File: src/rtl/charge_injection_scan_ctrl_pkg.sv
// Shared definitions for the charge-injection delay-scan sequencer:
// field widths, FSM state encoding and the zero-means-one helpers.
package charge_injection_scan_ctrl_pkg;

  localparam int DELAY_W = 5;   // injection phase, clk1280 steps
  localparam int INJ_W   = 8;   // commands per delay point
  localparam int GAP_W   = 8;   // extra idle cycles after each session
  localparam int PCNT_W  = 6;   // completed delay points (up to 32)
  localparam int CNT_W   = 8;   // shared wait down-counter

  typedef enum logic [2:0] {
    ST_IDLE   = 3'd0,
    ST_SETUP  = 3'd1,
    ST_INJECT = 3'd2,
    ST_HOLD   = 3'd3,
    ST_GAP    = 3'd4,
    ST_NEXT   = 3'd5
  } state_t;

  // A programmed step of zero would never advance the scan; run it as 1.
  function automatic logic [DELAY_W-1:0] eff_step(input logic [DELAY_W-1:0] v);
    return (v == 5'd0) ? 5'd1 : v;
  endfunction

  // A programmed count of zero still issues one command per point.
  function automatic logic [INJ_W-1:0] eff_inj(input logic [INJ_W-1:0] v);
    return (v == 8'd0) ? 8'd1 : v;
  endfunction

endpackage

File: src/rtl/charge_injection_scan_ctrl.sv
// Delay-scan sequencer for the pixel charge-injection pulse generator.
// Sweeps the injection phase from delayStart to delayStop, issuing a fixed
// number of single-cycle commands per point, each followed by a full
// generator session plus an optional gap. One down-counter times the
// SETUP, HOLD and GAP waits. All outputs are registered.
module charge_injection_scan_ctrl
  import charge_injection_scan_ctrl_pkg::*;
#(
  parameter int SETTLE_CYCLES  = 2,
  parameter int SESSION_CYCLES = 5
) (
  input  logic               clk40,
  input  logic               reset,
  input  logic               start,
  input  logic               abort,
  input  logic [DELAY_W-1:0] delayStart,
  input  logic [DELAY_W-1:0] delayStop,
  input  logic [DELAY_W-1:0] delayStep,
  input  logic [INJ_W-1:0]   injPerStep,
  input  logic [GAP_W-1:0]   gapCycles,
  output logic               chargeInjectionCmd,
  output logic [DELAY_W-1:0] delay,
  output logic               busy,
  output logic               done,
  output logic               aborted,
  output logic [INJ_W-1:0]   injCount,
  output logic [PCNT_W-1:0]  pointCount
);

  // Counter reload values: a wait of N cycles loads N-1 and exits at zero.
  localparam logic [CNT_W-1:0] SETTLE_LOAD  = CNT_W'(SETTLE_CYCLES - 1);
  localparam logic [CNT_W-1:0] SESSION_LOAD = CNT_W'(SESSION_CYCLES - 1);

  state_t              r_state;
  logic [CNT_W-1:0]    r_cnt;
  logic [DELAY_W-1:0]  r_stop;
  logic [DELAY_W-1:0]  r_step;
  logic [INJ_W-1:0]    r_inj_per;
  logic [GAP_W-1:0]    r_gap;
  logic                r_cmd;
  logic [DELAY_W-1:0]  r_delay;
  logic                r_busy;
  logic                r_done;
  logic                r_aborted;
  logic [INJ_W-1:0]    r_inj_count;
  logic [PCNT_W-1:0]   r_point_count;

  logic [DELAY_W:0]    w_next_delay;
  logic                w_last_point;
  logic                w_more_inj;

  // Next delay point computed one bit wider so a step past 31 is visible.
  always_comb begin
    w_next_delay = {1'b0, r_delay} + {1'b0, r_step};
    w_last_point = w_next_delay[DELAY_W] || (w_next_delay > {1'b0, r_stop});
    w_more_inj   = (r_inj_count < r_inj_per);
  end

  // Scan FSM with shadow configuration, wait counter and registered outputs.
  always_ff @(posedge clk40 or negedge reset) begin
    if (!reset) begin
      r_state       <= ST_IDLE;
      r_cnt         <= 8'd0;
      r_stop        <= 5'd0;
      r_step        <= 5'd0;
      r_inj_per     <= 8'd0;
      r_gap         <= 8'd0;
      r_cmd         <= 1'b0;
      r_delay       <= 5'd0;
      r_busy        <= 1'b0;
      r_done        <= 1'b0;
      r_aborted     <= 1'b0;
      r_inj_count   <= 8'd0;
      r_point_count <= 6'd0;
    end else begin
      r_cmd     <= 1'b0;
      r_done    <= 1'b0;
      r_aborted <= 1'b0;
      if ((r_state != ST_IDLE) && abort) begin
        // Abort wins over every transition, including a pending command.
        r_state   <= ST_IDLE;
        r_busy    <= 1'b0;
        r_aborted <= 1'b1;
      end else begin
        case (r_state)
          ST_IDLE: begin
            if (start && !abort) begin
              r_stop        <= delayStop;
              r_step        <= eff_step(delayStep);
              r_inj_per     <= eff_inj(injPerStep);
              r_gap         <= gapCycles;
              r_delay       <= delayStart;
              r_inj_count   <= 8'd0;
              r_point_count <= 6'd0;
              r_busy        <= 1'b1;
              r_cnt         <= SETTLE_LOAD;
              r_state       <= ST_SETUP;
            end
          end
          ST_SETUP: begin
            if (r_cnt == 8'd0) begin
              r_cmd   <= 1'b1;
              r_state <= ST_INJECT;
            end else begin
              r_cnt <= r_cnt - 8'd1;
            end
          end
          ST_INJECT: begin
            r_inj_count <= r_inj_count + 8'd1;
            r_cnt       <= SESSION_LOAD;
            r_state     <= ST_HOLD;
          end
          ST_HOLD: begin
            if (r_cnt != 8'd0) begin
              r_cnt <= r_cnt - 8'd1;
            end else if (r_gap != 8'd0) begin
              r_cnt   <= r_gap - 8'd1;
              r_state <= ST_GAP;
            end else if (w_more_inj) begin
              r_cmd   <= 1'b1;
              r_state <= ST_INJECT;
            end else begin
              r_state <= ST_NEXT;
            end
          end
          ST_GAP: begin
            if (r_cnt != 8'd0) begin
              r_cnt <= r_cnt - 8'd1;
            end else if (w_more_inj) begin
              r_cmd   <= 1'b1;
              r_state <= ST_INJECT;
            end else begin
              r_state <= ST_NEXT;
            end
          end
          ST_NEXT: begin
            r_point_count <= r_point_count + 6'd1;
            if (w_last_point) begin
              r_done  <= 1'b1;
              r_busy  <= 1'b0;
              r_state <= ST_IDLE;
            end else begin
              r_delay     <= w_next_delay[DELAY_W-1:0];
              r_inj_count <= 8'd0;
              r_cnt       <= SETTLE_LOAD;
              r_state     <= ST_SETUP;
            end
          end
          default: begin
            r_busy  <= 1'b0;
            r_state <= ST_IDLE;
          end
        endcase
      end
    end
  end

  assign chargeInjectionCmd = r_cmd;
  assign delay              = r_delay;
  assign busy               = r_busy;
  assign done               = r_done;
  assign aborted            = r_aborted;
  assign injCount           = r_inj_count;
  assign pointCount         = r_point_count;

endmodule
File: config.mk
export PLATFORM = sky130hd
export DESIGN_NAME = charge_injection_scan_ctrl
export DESIGN_NICKNAME = d
export VERILOG_FILES = /design/src/rtl/charge_injection_scan_ctrl_pkg.sv /design/src/rtl/charge_injection_scan_ctrl.sv
export SDC_FILE = /design/constraint.sdc
export NUM_CORES = 1
export LEC_CHECK = 0
export CAP_MARGIN = 10
export CORE_MARGIN = 2
export CORE_UTILIZATION = 45
export CTS_CLUSTER_DIAMETER = 60
export DETAILED_ROUTE_END_ITERATION = 10
export PLACE_DENSITY = 0.8
export SETUP_SLACK_MARGIN = 0.2
export SLEW_MARGIN = 5
export SYNTH_ARGS = -nofsm -noshare
export SYNTH_HDL_FRONTEND = slang
export SYNTH_SLANG_ARGS = --single-unit
File: constraint.sdc
create_clock -name clk40 -period 6.05 [get_ports clk40]
set_clock_uncertainty 0.1 [all_clocks]
set_input_delay 1.21 -clock clk40 [delete_from_list [all_inputs] [get_ports clk40]]
set_output_delay 1.21 -clock clk40 [all_outputs]
set_load 0.05 [all_outputs]
==> summary.txt, run 1 <==
Route
  • Drt initial violations: 274
  • Total Wirelength: 8.39 mm
  • Drt drc: 0
  • WL per Instance: 15.2 microns
  • Via count: 3123
  • Final ANT Viol Nets: 0
  • DR pass1 iterations: 7
  • Routed vias/inst: 5.65

Timing
  • RSZ-0062 raised after global routing: false
  • Final setup vio count: 0
  • Max-slew violation count: 0
  • Period utilization: 0.613
  • Endpoints failing hold: 0
  • Post-route minimum period: 3.71 ns
  • Worst slew margin: 0.268
  • Fmax: 0.270 GHz
  • Slew @ Worst Pin: 1.10 ns
  • Final hold slack: 0.424 ns
  • TNS Setup: 0 ns

Layout
  • Fraction of layout cells with a size suffix above 1: 0.0754
  • Antenna diodes: 0
  • Fin nets: 504
  • Design Area, Final: 4410 sq um
  • Area delta synth->final: 25.0%

Worst setup path
  • Reg2reg end: injCount[7]$_DFFE_PN0P_
  • Worst R2R Setup Slack: 2.34 ns
  • CP Class: register to register
  • CP max FO: 17
  • Critical Path Max Stage Delay: 0.59 ns
  • Buf/Inv on CP: 1
  • CP required: 6.22 ns
  • Crit end category: register
  • Worst Setup Start Kind: register
  • Worst-path cell chain: ha_1 > inv_1 > fa_1 > xnor2_1 > ha_1 > o21ai_0 > a21oi_1 > o31ai_1 > a22oi_1 > or3_1 > a21oi_1
  • Cell family with most CP delay: compound AO/OA/AOI/OAI gates
  • Worst Reg-to-Reg Cells: 11
  • Critical Path AT: 3.88 ns
  • Slowest stage cell, crit path: o31ai_1
  • Reg2Reg Launch Point: delay[0]$_DFFE_PN0P_

Global routing
  • Initial antenna violation count: 0
  • GRT Total Usage: 0.204
  • Vias in the first global route: 2926
  • Total gr overflow: 0
  • Largest net degree at the start of global routing: 61
  • First-pass GRT wire length: 13.9 mm

Clock tree
  • Clk slew on worst S/H paths: 0.07 ns
  • Resize count post-CTS: 0
  • Clk buf depth: 2
  • Root Driver: clkbuf_8
  • CTS Sinks: 60
  • H-tree levels: 3
  • Hold-fix buffers at CTS: 0
  • Clk Latency, worst-skew pair: 0.35 ns
  • Post-CTS Setup Bufs: 0
  • TritonCTS clock tree: yes
  • CTS buffer count: 9

Power and ir drop
  • Internal: 1.24 mW
  • NetSw: 0.920 mW
  • Sequential cell fraction of total power: 0.313
  • Sw Ratio: 0.427
  • Clk pwr share: 0.202
  • PwrDens: 489 nW/um^2
  • VDD IR max: 281 uV
  • P_leak: 1.93 nW
  • Comb pwr share: 0.485

Die
  • Total core area: 7650 sq um
  • Die area: 8570 sq um
  • Initial core utilization: 0.462
  • Row cnt: 32
  • Die H: 92.6 microns
  • Die W: 92.6 microns
  • Boundary pin count: 58

Worst hold path
  • Min-delay src: r_step[2]$_DFFE_PN0P_
  • Worst hold path type: register to register
  • WHS Endpoint: r_step[2]$_DFFE_PN0P_
  • Hold path cells: 1

Yosys
  • Netlist cell types: 50
  • Syn Nets: 448
  • Number of synthesis warnings: 0
  • Register area share after synthesis: 0.425
  • Avg Inst Size Synth: 9.06 sq um
  • Post-synth top flop: dfrtp_1
  • FFs w/ async S/R, synth: 1.00
  • Number of synthesized flops with an enable pin: 0
  • Synthesized instance count: 390
  • Yosys reg bits: 60
  • Mapped cell area: 3530 sq um

Run status
  • Status: complete, no violations

Job
  • Max-cap violations: 0

Placement
  • HPWL after DPL: 6.07 mm
  • I/O Buffers: 57
  • Final Wtd Congestion: 0.875
  • Placed cell areas: 4180 sq um
[power by group through the flow]
stage | logic (mW) | registers (mW) | clock network [mW]
2_1_floorplan | 0.695 | 0.724 | 0
3_3_place_gp | 0.996 | 0.669 | 0
3_5_place_dp | 1.03 | 0.677 | 0
4_1_cts | 1.04 | 0.672 | 0.437
5_1_grt | 1.18 | 0.694 | 0.454
6_report | 1.05 | 0.674 | 0.436
[metrics by stage]
step / util / std cells / total power [mW] / setup WS, ns
floorplan: - / 390 / 1.42 / 2.59
global placement: 0.547 / 537 / 1.66 / 2.42
detailed placement: 0.547 / 537 / 1.71 / 2.25
CTS: 0.577 / 553 / 2.15 / 2.35
global route: 0.577 / 553 / 2.33 / 2.01
finish: 0.577 / 553 / 2.16 / 2.34
[state kept, by name, indices dropped and copies added, names as in the netlist, 3 cells and up]
register    count
r_stop          5
r_cnt           8
pointCount      6
injCount        8
r_step          5
r_gap           8
r_state         3
r_inj_per       8
delay           5
[cell usage after synthesis, types with 2 or more instances]
cell type	count	share of area
nor2_1	31	0.033
clkbuf_1	12	0.013
mux2i_1	4	0.011
xnor2_1	7	0.017
o31ai_1	8	0.017
or3_1	9	0.016
a2111oi_0	2	0.0050
xor2_1	6	0.015
and2_1	2	0.0035
nand2b_1	5	0.0089
dfrtp_1	60	0.43
nand3b_1	2	0.0042
ha_1	22	0.078
inv_1	28	0.030
nand3_1	5	0.0071
nand4_1	3	0.0053
nor3_1	11	0.016
mux2_2	10	0.032
nor3b_1	3	0.0064
nor4_1	6	0.011
o21a_1	3	0.0064
nand2_1	38	0.040
a21o_1	5	0.011
or2_2	2	0.0035
nor2b_1	4	0.0071
and4_1	3	0.0074
o32ai_1	2	0.0050
a22oi_1	3	0.0064
or4_1	2	0.0042
o21ai_0	42	0.060
a21oi_1	29	0.041
a21boi_0	2	0.0042
a22o_1	2	0.0050
[worst reg2reg max path, stage by stage, from the launching register on]
cell     delay (ns)
dfrtp_1        0.38
ha_1           0.19
inv_1          0.06
fa_1           0.41
xnor2_1        0.25
ha_1           0.29
o21ai_0        0.17
a21oi_1        0.06
o31ai_1        0.59
a22oi_1        0.50
or3_1          0.49
a21oi_1        0.15
[worst max-delay path by stage]
stage	endpoint	cells past startpoint	slack, ns	start
2_1_floorplan	r_cnt[0]$_DFFE_PN0P_	12	2.59	delay[0]$_DFFE_PN0P_
3_3_place_gp	injCount[3]$_DFFE_PN0P_	5	2.42	abort
3_5_place_dp	delay[3]$_DFFE_PN0P_	8	2.25	abort
4_1_cts	injCount[7]$_DFFE_PN0P_	11	2.35	delay[0]$_DFFE_PN0P_
5_1_grt	injCount[7]$_DFFE_PN0P_	13	2.01	delay[0]$_DFFE_PN0P_
6_report	injCount[7]$_DFFE_PN0P_	11	2.34	delay[0]$_DFFE_PN0P_
[kinds of logic after synthesis]
group	share of synthesized area
simple gates	0.189
compound gates	0.180
flops	0.425
buf+inv	0.0468
fa+ha+maj	0.0836
mux	0.0432
xor+xnor	0.0322
[layer usage]
layer,up-vias,part of all wire,track usage
met5,-,0,0
met4,0,0.018,0.0883
met3,15,0.049,0.0374
met2,104,0.47,0.311
met1,1507,0.46,0.284
li1,1497,-,-
[layout make-up]
type	count	area, sq um
Multi-Input combinational cell	288	1870
Fill cell	653	3230
Inverter	28	105
Tap cell	102	128
Clock inverter	5	100
Sequential cell	60	1500
Clock buffer	11	131
Timing Repair Buffer	59	581
[placed cells by master (no fill, tap or decap), types with 7 or more instances in the layout]
cell type,netlist,routed
dfrtp_1,60,60
clkdlybuf4s50_1,0,56
o21ai_0,42,42
nand2_1,38,38
nor2_1,31,31
a21oi_1,29,29
inv_1,28,28
ha_1,22,22
nor3_1,11,11
mux2_2,10,10
or3_1,9,9
clkbuf_8,0,9
o31ai_1,8,8
xnor2_1,7,7
Power figures use the tool's default switching activity.
==> run 2, diff against run 1 <==
Settings changed: PLACE_DENSITY 0.8 to 0.83.
Clock period 6.05 ns to 3 ns, I/O delays scaled along.
==> run 2 against run 1 <==
Sequential share of layout area is 2.6 points lower; worst hold slack worse by 0.23 ns; combinational power rose to 2.8 times the previous value; final cell count up 3.4%; critical path type unchanged; largest power group unchanged.
==> summary.txt, run 2 (synthesized netlist as in run 1, its figures left out) <==
Run status
  • Status: complete, no violations

Job
  • Max-cap violations: 0

Power and ir drop
  • VDD IR max: 750 uV
  • PwrDens: 1050 nW/um^2
  • Final Power: 5.01 mW
  • P_leak: 2.05 nW

Placement
  • Dpl cells: 548
  • Final Wtd Congestion: 0.902
  • I/O Buffers: 57
  • Placed cell areas: 4340 sq um
  • HPWL after DPL: 6.11 mm

Timing
  • Final setup vio count: 0
  • TNS Setup: 0 ns
  • Worst slew margin: 0.534
  • Max-slew violation count: 0
  • Fmax: 0.335 GHz
  • Post-route minimum period: 2.99 ns
  • RSZ-0062 raised after global routing: true
  • Period utilization: 0.996
  • Endpoints failing hold: 0
  • Slew @ Worst Pin: 0.699 ns

Clock tree
  • Clk Latency, worst-skew pair: 0.35 ns
  • Clk buf depth: 2
  • CTS buffer count: 9
  • Root Driver: clkbuf_8
  • Clk slew on worst S/H paths: 0.07 ns
  • CTS Sinks: 60
  • H-tree levels: 3
  • Hold-fix buffers at CTS: 0
  • TritonCTS clock tree: yes

Die
  • Die area: 8570 sq um
  • Die H: 92.6 microns
  • Row cnt: 32
  • Total core area: 7650 sq um
  • Initial core utilization: 0.462
  • Boundary pin count: 58
  • Die W: 92.6 microns

Worst setup path
  • CP max FO: 8
  • Cell family with most CP delay: compound AO/OA/AOI/OAI gates
  • Critical Path Max Stage Delay: 0.41 ns
  • Worst-path cell chain: ha_1 > a21o_1 > a21oi_2 > xnor2_2 > ha_1 > o21ai_1 > a21oi_1 > o31ai_4 > a22oi_2 > buf_12 > or3_4 > a21oi_2
  • Critical Path AT: 3.17 ns
  • Worst Setup Start Kind: register
  • CP required: 3.18 ns
  • Buf/Inv on CP: 1
  • Slowest stage cell, crit path: dfrtp_2
  • Crit end category: register
  • CP Class: register to register

Global routing
  • Largest net degree at the start of global routing: 32
  • Total gr overflow: 0
  • First-pass GRT wire length: 14.2 mm
  • Initial antenna violation count: 0
  • GRT Total Usage: 0.208
  • Vias in the first global route: 3073

Route
  • Via count: 3249
  • DR pass1 iterations: 6
  • Final ANT Viol Nets: 0
  • Drt drc: 0
  • WL per Instance: 15.7 microns
  • Drt initial violations: 197
  • Total Wirelength: 9.00 mm
  • Routed vias/inst: 5.68

Worst hold path
  • Worst hold path type: input pin to asynchronous set/reset pin

Layout
  • Final Util: 0.626
  • Antenna diodes: 0
  • # fillers: 581
  • Area delta synth->final: 35.5%
  • Most common cell after layout, fill and taps aside: dfrtp_1
  • Design Area, Final: 4780 sq um
  • Leading cell types in the layout, fill and taps excluded: dfrtp_1 (58), clkdlybuf4s50_1 (56), nand2_1 (38), nor2_1 (30), o21ai_0 (29)
  • Cell Count, Final, Fillers Out: 572
  • Fin nets: 523
  • Fraction of layout cells with a size suffix above 1: 0.189
## run 2: changes by cell type in the layout (fill, tap and decap cells not counted), sizes merged
cell,delta
buf,+18
clkbuf,+5
bufinv,-3
clkinv,-1
## run 2: final cells by class
class | count | area, sq um | share of cell area
inverters | 28 | 105 | 0.0220
multi-input cells | 288 | 2090 | 0.436
repair buffers | 78 | 769 | 0.161
clock inverters | 1 | 5.00 | 0.00105
well taps | 102 | 128 | 0.0267
clock buffers | 15 | 186 | 0.0390
flip-flops and latches | 60 | 1500 | 0.314
## run 2: report_power, final
group          switching (mW)  leakage [nW]  internal, mW
combinational            1.58          1.19          1.34
clock                   0.326        0.0997         0.390
sequential              0.280         0.764          1.09
total                    2.18          2.05          2.82
## run 2: stage by stage
step,hold slack [ns],worst slack [ns]
global placement,0.401,0.153
floorplan,0.204,0.0526
CTS,0.222,0.104
detailed placement,0.407,0.0580
global route,0.260,-0.124
finish,0.194,0.0116
## run 2: what timing repair did
item,4_1_cts,5_1_grt
setup endpoints to repair,15,24
pin swaps,8,25
cloned,0,1
gates resized for setup,4,35
setup buffers,4,3
hold endpoints to repair,0,0
## run 2: worst paths after layout
kind,slack [ns],endpoint,startpoint,cells past startpoint
max,0.01,injCount[7]$_DFFE_PN0P_,delay[1]$_DFFE_PN0P_,12
min,0.19,r_cnt[5]$_DFFE_PN0P_,reset,1
max reg2reg,0.01,injCount[7]$_DFFE_PN0P_,delay[1]$_DFFE_PN0P_,12
min reg2reg,0.42,delay[2]$_DFFE_PN0P_,delay[2]$_DFFE_PN0P_,2
max in group asynchronous,2.01,r_stop[3]$_DFFE_PN0P_,reset,2
min in group clk40,0.42,delay[2]$_DFFE_PN0P_,delay[2]$_DFFE_PN0P_,2
## run 2: metal layers
metal,global-route usage,up-vias,wire [microns]
met5,0,-,0
met4,0.0920,0,159
met3,0.0350,16,515
met2,0.340,117,4530
met1,0.273,1575,3800
li1,-,1541,-
==> run 3, diff against run 2 <==
Settings changed: SLEW_MARGIN 5 to 20.
==> results of run 3 <==
Same layout as run 2: the final DEF is identical, and so are final timing and power.
